File: src/rtl/cs_wcs_loader_if.sv
// rtl/cs_wcs_loader_if.sv - command, write-word and read-word handshakes of the WCS loader
interface cs_wcs_loader_if;
    logic        CMD_VALID;
    logic        CMD_READY;
    logic        CMD_WRITE;
    logic [11:0] CMD_ADDR;
    logic [7:0]  CMD_COUNT;
    logic        WD_VALID;
    logic        WD_READY;
    logic [15:0] WD;
    logic        RD_VALID;
    logic        RD_READY;
    logic [15:0] RD;

    modport master (
        output CMD_VALID, CMD_WRITE, CMD_ADDR, CMD_COUNT, WD_VALID, WD, RD_READY,
        input  CMD_READY, WD_READY, RD_VALID, RD
    );

    modport slave (
        input  CMD_VALID, CMD_WRITE, CMD_ADDR, CMD_COUNT, WD_VALID, WD, RD_READY,
        output CMD_READY, WD_READY, RD_VALID, RD
    );
endinterface

File: src/rtl/cs_wcs_loader.sv
// rtl/cs_wcs_loader.sv - writable control store load/readback sequencer
module cs_wcs_loader #(
    parameter int STB_CYCLES   = 2,
    parameter int SETUP_CYCLES = 1
) (
    input  logic                 sysclk,
    input  logic                 sys_rst,
    cs_wcs_loader_if.slave       bus,
    input  logic                 ABORT,
    input  logic [15:0]          CS_D_IN,
    output logic [15:0]          CS_D_OUT,
    output logic [11:0]          CSA,
    output logic [1:0]           RF_1_0,
    output logic                 WCSTB_n,
    output logic                 ECSD_n,
    output logic                 BUSY,
    output logic                 DONE
);

    typedef enum logic [2:0] {
        IDLE, WAIT_WD, SETUP, STROBE, HOLD, RSETUP, RWAIT
    } state_t;

    localparam logic [4:0] SETUP_LAST = 5'(SETUP_CYCLES - 1);
    localparam logic [4:0] STB_LAST   = 5'(STB_CYCLES - 1);
    localparam logic [4:0] RD_LAST    = 5'(SETUP_CYCLES + STB_CYCLES - 1);

    state_t      state, state_n;
    logic [4:0]  cnt;
    logic [8:0]  remaining;
    logic        dir;
    logic        abort_q;
    logic [15:0] rd_q;
    logic        advance;
    logic        finish;

    always_ff @(posedge sysclk or posedge sys_rst) begin
        if (sys_rst) state <= IDLE;
        else         state <= state_n;
    end

    always_comb begin
        state_n = state;
        advance = 1'b0;
        finish  = 1'b0;
        unique case (state)
            IDLE:    if (bus.CMD_VALID) state_n = bus.CMD_WRITE ? WAIT_WD : RSETUP;
            WAIT_WD: if (ABORT) begin state_n = IDLE; finish = 1'b1; end
                     else if (bus.WD_VALID) state_n = SETUP;
            SETUP:   if (ABORT) begin state_n = IDLE; finish = 1'b1; end
                     else if (cnt == SETUP_LAST) state_n = STROBE;
            // A strobe already on the wire always runs to full width.
            STROBE:  if (cnt == STB_LAST) state_n = HOLD;
            HOLD:    if (abort_q || ABORT) begin state_n = IDLE; finish = 1'b1; end
                     else advance = 1'b1;
            RSETUP:  if (ABORT) begin state_n = IDLE; finish = 1'b1; end
                     else if (cnt == RD_LAST) state_n = RWAIT;
            RWAIT:   if (ABORT) begin state_n = IDLE; finish = 1'b1; end
                     else if (bus.RD_READY) advance = 1'b1;
            default: state_n = IDLE;
        endcase
        if (advance) begin
            if (RF_1_0 == 2'd3 && remaining == 9'd1) begin
                state_n = IDLE;
                finish  = 1'b1;
            end else begin
                state_n = dir ? WAIT_WD : RSETUP;
            end
        end
    end

    always_ff @(posedge sysclk or posedge sys_rst) begin
        if (sys_rst) begin
            cnt       <= '0;
            remaining <= '0;
            dir       <= 1'b0;
            abort_q   <= 1'b0;
            rd_q      <= '0;
            CS_D_OUT  <= '0;
            CSA       <= '0;
            RF_1_0    <= '0;
            DONE      <= 1'b0;
        end else begin
            cnt  <= (state_n != state) ? 5'd0 : cnt + 5'd1;
            DONE <= finish;
            if (state == IDLE)
                abort_q <= 1'b0;
            else if (state == STROBE && ABORT)
                abort_q <= 1'b1;
            if (state == IDLE && bus.CMD_VALID) begin
                CSA       <= bus.CMD_ADDR;
                remaining <= (bus.CMD_COUNT == 8'd0) ? 9'd256 : {1'b0, bus.CMD_COUNT};
                dir       <= bus.CMD_WRITE;
                RF_1_0    <= 2'd0;
            end
            if (state == WAIT_WD && bus.WD_VALID && !ABORT)
                CS_D_OUT <= bus.WD;
            if (state == RSETUP && cnt == RD_LAST && !ABORT)
                rd_q <= CS_D_IN;
            if (advance) begin
                if (RF_1_0 != 2'd3) begin
                    RF_1_0 <= RF_1_0 + 2'd1;
                end else begin
                    RF_1_0    <= 2'd0;
                    CSA       <= CSA + 12'd1;
                    remaining <= remaining - 9'd1;
                end
            end
        end
    end

    // Every handshake and strobe output is a pure decode of the state register.
    assign bus.CMD_READY = (state == IDLE);
    assign bus.WD_READY  = (state == WAIT_WD);
    assign bus.RD_VALID  = (state == RWAIT);
    assign bus.RD        = rd_q;
    assign BUSY          = (state != IDLE);
    assign WCSTB_n       = (state != STROBE);
    assign ECSD_n        = (state != RSETUP);

endmodule

File: src/flat_wrapper.sv
// flat-port wrapper written by rule: the top's interface ports become plain ports
module cs_wcs_loader_flat 
#(
    parameter int STB_CYCLES   = 2,
    parameter int SETUP_CYCLES = 1
)
  (sysclk, sys_rst, ABORT, CS_D_IN, CS_D_OUT, CSA, RF_1_0, WCSTB_n, ECSD_n, BUSY, DONE, bus_CMD_VALID, bus_CMD_WRITE, bus_CMD_ADDR, bus_CMD_COUNT, bus_WD_VALID, bus_WD, bus_RD_READY, bus_CMD_READY, bus_WD_READY, bus_RD_VALID, bus_RD);
  cs_wcs_loader_if bus_i ();
  input  logic sysclk;
  input  logic sys_rst;
  input  logic ABORT;
  input  logic [15:0] CS_D_IN;
  output logic [15:0] CS_D_OUT;
  output logic [11:0] CSA;
  output logic [1:0] RF_1_0;
  output logic WCSTB_n;
  output logic ECSD_n;
  output logic BUSY;
  output logic DONE;
  input wire logic [$bits(bus_i.CMD_VALID)-1:0] bus_CMD_VALID;
  input wire logic [$bits(bus_i.CMD_WRITE)-1:0] bus_CMD_WRITE;
  input wire logic [$bits(bus_i.CMD_ADDR)-1:0] bus_CMD_ADDR;
  input wire logic [$bits(bus_i.CMD_COUNT)-1:0] bus_CMD_COUNT;
  input wire logic [$bits(bus_i.WD_VALID)-1:0] bus_WD_VALID;
  input wire logic [$bits(bus_i.WD)-1:0] bus_WD;
  input wire logic [$bits(bus_i.RD_READY)-1:0] bus_RD_READY;
  output wire logic [$bits(bus_i.CMD_READY)-1:0] bus_CMD_READY;
  output wire logic [$bits(bus_i.WD_READY)-1:0] bus_WD_READY;
  output wire logic [$bits(bus_i.RD_VALID)-1:0] bus_RD_VALID;
  output wire logic [$bits(bus_i.RD)-1:0] bus_RD;
  assign bus_i.CMD_VALID = bus_CMD_VALID;
  assign bus_i.CMD_WRITE = bus_CMD_WRITE;
  assign bus_i.CMD_ADDR = bus_CMD_ADDR;
  assign bus_i.CMD_COUNT = bus_CMD_COUNT;
  assign bus_i.WD_VALID = bus_WD_VALID;
  assign bus_i.WD = bus_WD;
  assign bus_i.RD_READY = bus_RD_READY;
  assign bus_CMD_READY = bus_i.CMD_READY;
  assign bus_WD_READY = bus_i.WD_READY;
  assign bus_RD_VALID = bus_i.RD_VALID;
  assign bus_RD = bus_i.RD;
  cs_wcs_loader #(.STB_CYCLES(STB_CYCLES), .SETUP_CYCLES(SETUP_CYCLES)) u_core (.sysclk(sysclk), .sys_rst(sys_rst), .bus(bus_i), .ABORT(ABORT), .CS_D_IN(CS_D_IN), .CS_D_OUT(CS_D_OUT), .CSA(CSA), .RF_1_0(RF_1_0), .WCSTB_n(WCSTB_n), .ECSD_n(ECSD_n), .BUSY(BUSY), .DONE(DONE));
endmodule
File: config.mk
export PLATFORM = sky130hd
export DESIGN_NAME = cs_wcs_loader_flat
export DESIGN_NICKNAME = d
export VERILOG_FILES = /design/src/rtl/cs_wcs_loader_if.sv /design/src/rtl/cs_wcs_loader.sv /design/src/flat_wrapper.sv
export SDC_FILE = /design/constraint.sdc
export NUM_CORES = 1
export LEC_CHECK = 0
export BUFFER_PORTS_ARGS = -buffer_cell sky130_fd_sc_hd__buf_2
export CAP_MARGIN = 30
export CELL_PAD_IN_SITES_DETAIL_PLACEMENT = 0
export CELL_PAD_IN_SITES_GLOBAL_PLACEMENT = 2
export CORE_MARGIN = 2
export CORE_UTILIZATION = 32
export CTS_BUF_LIST = sky130_fd_sc_hd__clkbuf_2
export DETAILED_ROUTE_END_ITERATION = 8
export PLACE_DENSITY = 0.86
export SLEW_MARGIN = 40
export SYNTH_ARGS = -nofsm -noshare
export SYNTH_HDL_FRONTEND = slang
export SYNTH_SLANG_ARGS = --single-unit
export TNS_END_PERCENT = 10
File: constraint.sdc
create_clock -name sysclk -period 2.8 [get_ports sysclk]
set_clock_uncertainty 0.1 [all_clocks]
set_input_delay 0.84 -clock sysclk [delete_from_list [all_inputs] [get_ports sysclk]]
set_output_delay 0.84 -clock sysclk [all_outputs]
set_load 0.1 [all_outputs]
==> results.py <==
metrics = {
    "outcome": {
        "outcome": "finished clean",
    },
    "clock_network": {
        "htreeDepth": 3,
        "clock_latency_ns": 0.50,
        "cts_sinks": 66,
        "cts_hold_buf": 0,
        "clockBufferDepth": 2,
        "cts_setup_buffers": 0,
        "clkTransAtPathRegs_ns": 0.20,
        "cts_tree": "built",
        "numCtsBuffers": 9,
        "root_buffer": "clkbuf_2",
    },
    "synth": {
        "ys_ff_latch": 66,
        "synth_edf_count": 0,
        "yosysTopAreaCell": "dfrtp_1",
        "ys_seq_area_frac": 0.490,
        "yosys-top-cells-area": "dfrtp_1 49%, mux2_2 11%, ha_1 3.0%",
        "synth_flop_cell": "dfrtp_1",
        "netlist_area_um2": 3370,
        "async_reset_ff_frac": 1.00,
        "yosysTopAreaCellShare": 0.490,
        "syn_inst": 307,
        "syn_nets": 374,
        "ys.warnings.count": 0,
        "syn_area_per_cell_um2": 11.0,
        "yosysUniqueCellTypes": 59,
    },
    "cells_and_area": {
        "final_util": 0.414,
        "fin_area_um2": 4260,
        "nNetsFinal": 489,
        "final_layout_size_suffix_gt1_frac": 0.436,
        "area_delta_synth_final_pct": 26.4,
    },
    "place": {
        "io_buffer_count": 111,
        "dpl.hpwl_um": 6330,
        "gp_congestion": 0.808,
        "dpl_cell_area_um2": 4100,
    },
    "detailed_routing": {
        "antenna_left": 0,
        "initialDrtViolationCount": 121,
        "wire_per_inst_um": 15.0,
        "wl_um": 8490,
        "drtPass1Iterations": 4,
        "drc": 0,
        "num_vias": 2830,
        "vias_per_cell": 5.02,
    },
    "setup_path": {
        "max_stage_delay_ns": 0.59,
        "critPathSlowestCell": "dfrtp_2",
        "critPathLaunchType": "register",
        "critical_path.max_fanout": 19,
        "path_class": "register to output port",
        "crit_path_cell_trace": "or3_4 > inv_2 > buf_12",
        "cp-end-kind": "output port",
        "crit_arrival_ns": 1.78,
        "crit_required_ns": 1.86,
    },
    "floorplanning": {
        "ios": 112,
        "fp.dieH_um": 107,
        "die_w_um": 107,
        "num_rows": 37,
        "start_util": 0.328,
        "core_area_um2": 10300,
        "dieArea_um2": 11400,
    },
    "global_route": {
        "gr-total-overflow": 0,
        "top_usage_layer": "met2",
        "grt_max_degree": 33,
        "grt_pass1_wl_um": 13900,
        "use_met3": 0.0310,
        "grt_usage": 0.156,
        "met1_usage": 0.200,
        "antenna_found_initial": 1,
        "first_global_vias": 2815,
        "gr-usage-met2": 0.254,
    },
    "sta": {
        "rsz0062_at_grt": "yes",
        "tightest_slew_ns": 0.608,
        "holdWs_ns": 0.274,
        "fmax_mhz": 368,
        "hold_viol": 0,
        "setup_viol": 0,
        "maxSlewViolCount": 0,
        "relSlewSlack": 0.594,
        "timing.final.crit_share": 0.970,
        "min_period_ns": 2.72,
    },
    "worst_hold_path": {
        "min_path_type": "input port to asynchronous set/reset pin",
    },
    "run": {
        "max_cap_violations": 0,
    },
}
==> cells in the mapped netlist, types with 3 or more instances <==
library cell / instances
o21ai_0: 9
nor3_1: 3
nand3_1: 9
nor4_1: 7
a311oi_1: 7
nand3b_1: 3
dfrtp_1: 66
buf_2: 5
mux2_2: 32
nand4_1: 4
nand2_1: 21
nand2b_1: 5
and2_1: 3
inv_1: 10
clkbuf_1: 3
o32ai_1: 5
nor2_1: 24
buf_4: 4
nor3b_1: 4
ha_1: 8
buf_6: 3
o31ai_1: 3
a211oi_1: 4
a21oi_1: 19
==> worst paths after layout <==
| kind | start | end | slack [ns] | cells after the start |
|---|---|---|---|---|
| setup / recovery | u_core.state[1] | bus_CMD_READY | 0.08 | 3 |
| hold / removal | sys_rst | u_core.CSA[5] | 0.27 | 2 |
| setup reg to reg | u_core.cnt[0] | u_core.cnt[3] | 0.35 | 7 |
| hold reg to reg | u_core.dir | u_core.state[2] | 0.38 | 1 |
| max in group asynchronous | sys_rst | u_core.bus.RD[9] | 1.72 | 3 |
| min in group sysclk | u_core.dir | u_core.state[2] | 0.38 | 1 |
==> critical path: cells and delay by family (launching register included) <==
family        cells  cell delay [ns]
buf+inv           2             0.27
flops             1             0.59
simple gates      1             0.41
==> area by class of cell <==
type                            count  area (µm²)
Antenna cell                        1        2.50
Clock buffer                       10        50.0
Clock inverter                      6        88.8
Fill cell                        1067        6020
Inverter                           12        45.0
Multi-Input combinational cell    213        1580
Sequential cell                    66        1660
Tap cell                          136         170
Timing Repair Buffer              120         661
==> layout by cell type, fill, tap and decap left out, types with 4 or more instances in the layout <==
| master | synthesis | layout |
|---|---|---|
| inv_1 | 10 | 9 |
| ha_1 | 8 | 8 |
| nand2_1 | 21 | 21 |
| nand3_1 | 9 | 9 |
| a211oi_1 | 4 | 4 |
| nor4_1 | 7 | 7 |
| nand2b_1 | 5 | 5 |
| buf_2 | 5 | 106 |
| a311oi_1 | 7 | 7 |
| clkbuf_2 | 0 | 10 |
| nand4_1 | 4 | 4 |
| nor2_1 | 24 | 24 |
| o21ai_0 | 9 | 9 |
| mux2_2 | 32 | 32 |
| o32ai_1 | 5 | 5 |
| a21oi_1 | 19 | 19 |
| buf_4 | 4 | 10 |
| dfrtp_1 | 66 | 63 |
==> logic make-up after synthesis <==
family,after synthesis,synth area share
AND/OR/NAND/NOR,100,0.169
buffers and inverters,28,0.0442
AO/OA/AOI/OAI,66,0.136
XOR/XNOR,4,0.0126
flip-flops,66,0.490
multiplexers,35,0.117
adder cells (fa/ha/maj),8,0.0297
==> layer usage <==
layer  routed length [µm]  up-vias
met2                 4190       69
met3                  388       13
met4                  152        0
li1                     -     1370
met5                    0        -
met1                 3760     1378
==> flip-flops by register name, summed over array words and instances, names as in the netlist <==
register and cells:
u_core.CS_D_OUT 16, u_core.bus.RD 16, u_core.CSA 12, u_core.remaining 9, u_core.cnt 5, u_core.state 3, u_core.RF_1_0 2, u_core.DONE 1
u_core.abort_q 1, u_core.dir 1
==> stage by stage <==
stage	TNS [ns]	cells	worst slack, ns
after floorplan	-0.0169	307	-0.0169
after global placement	0	547	0.249
after detailed placement	0	547	0.217
after CTS	0	563	0.00155
after global routing	-0.00294	564	-0.00294
final	0	564	0.0829
==> timing repair <==
item                       in CTS  in global routing
hold endpoints to repair        0                  0
resized for setup               5                  2
gates cloned                    0                  0
pin swaps                       1                  0
setup endpoints to repair       6                  3
Power is left out: the tool's default activity adds up to more than one toggle a clock period on the data nets, which glitch-free logic cannot reach.
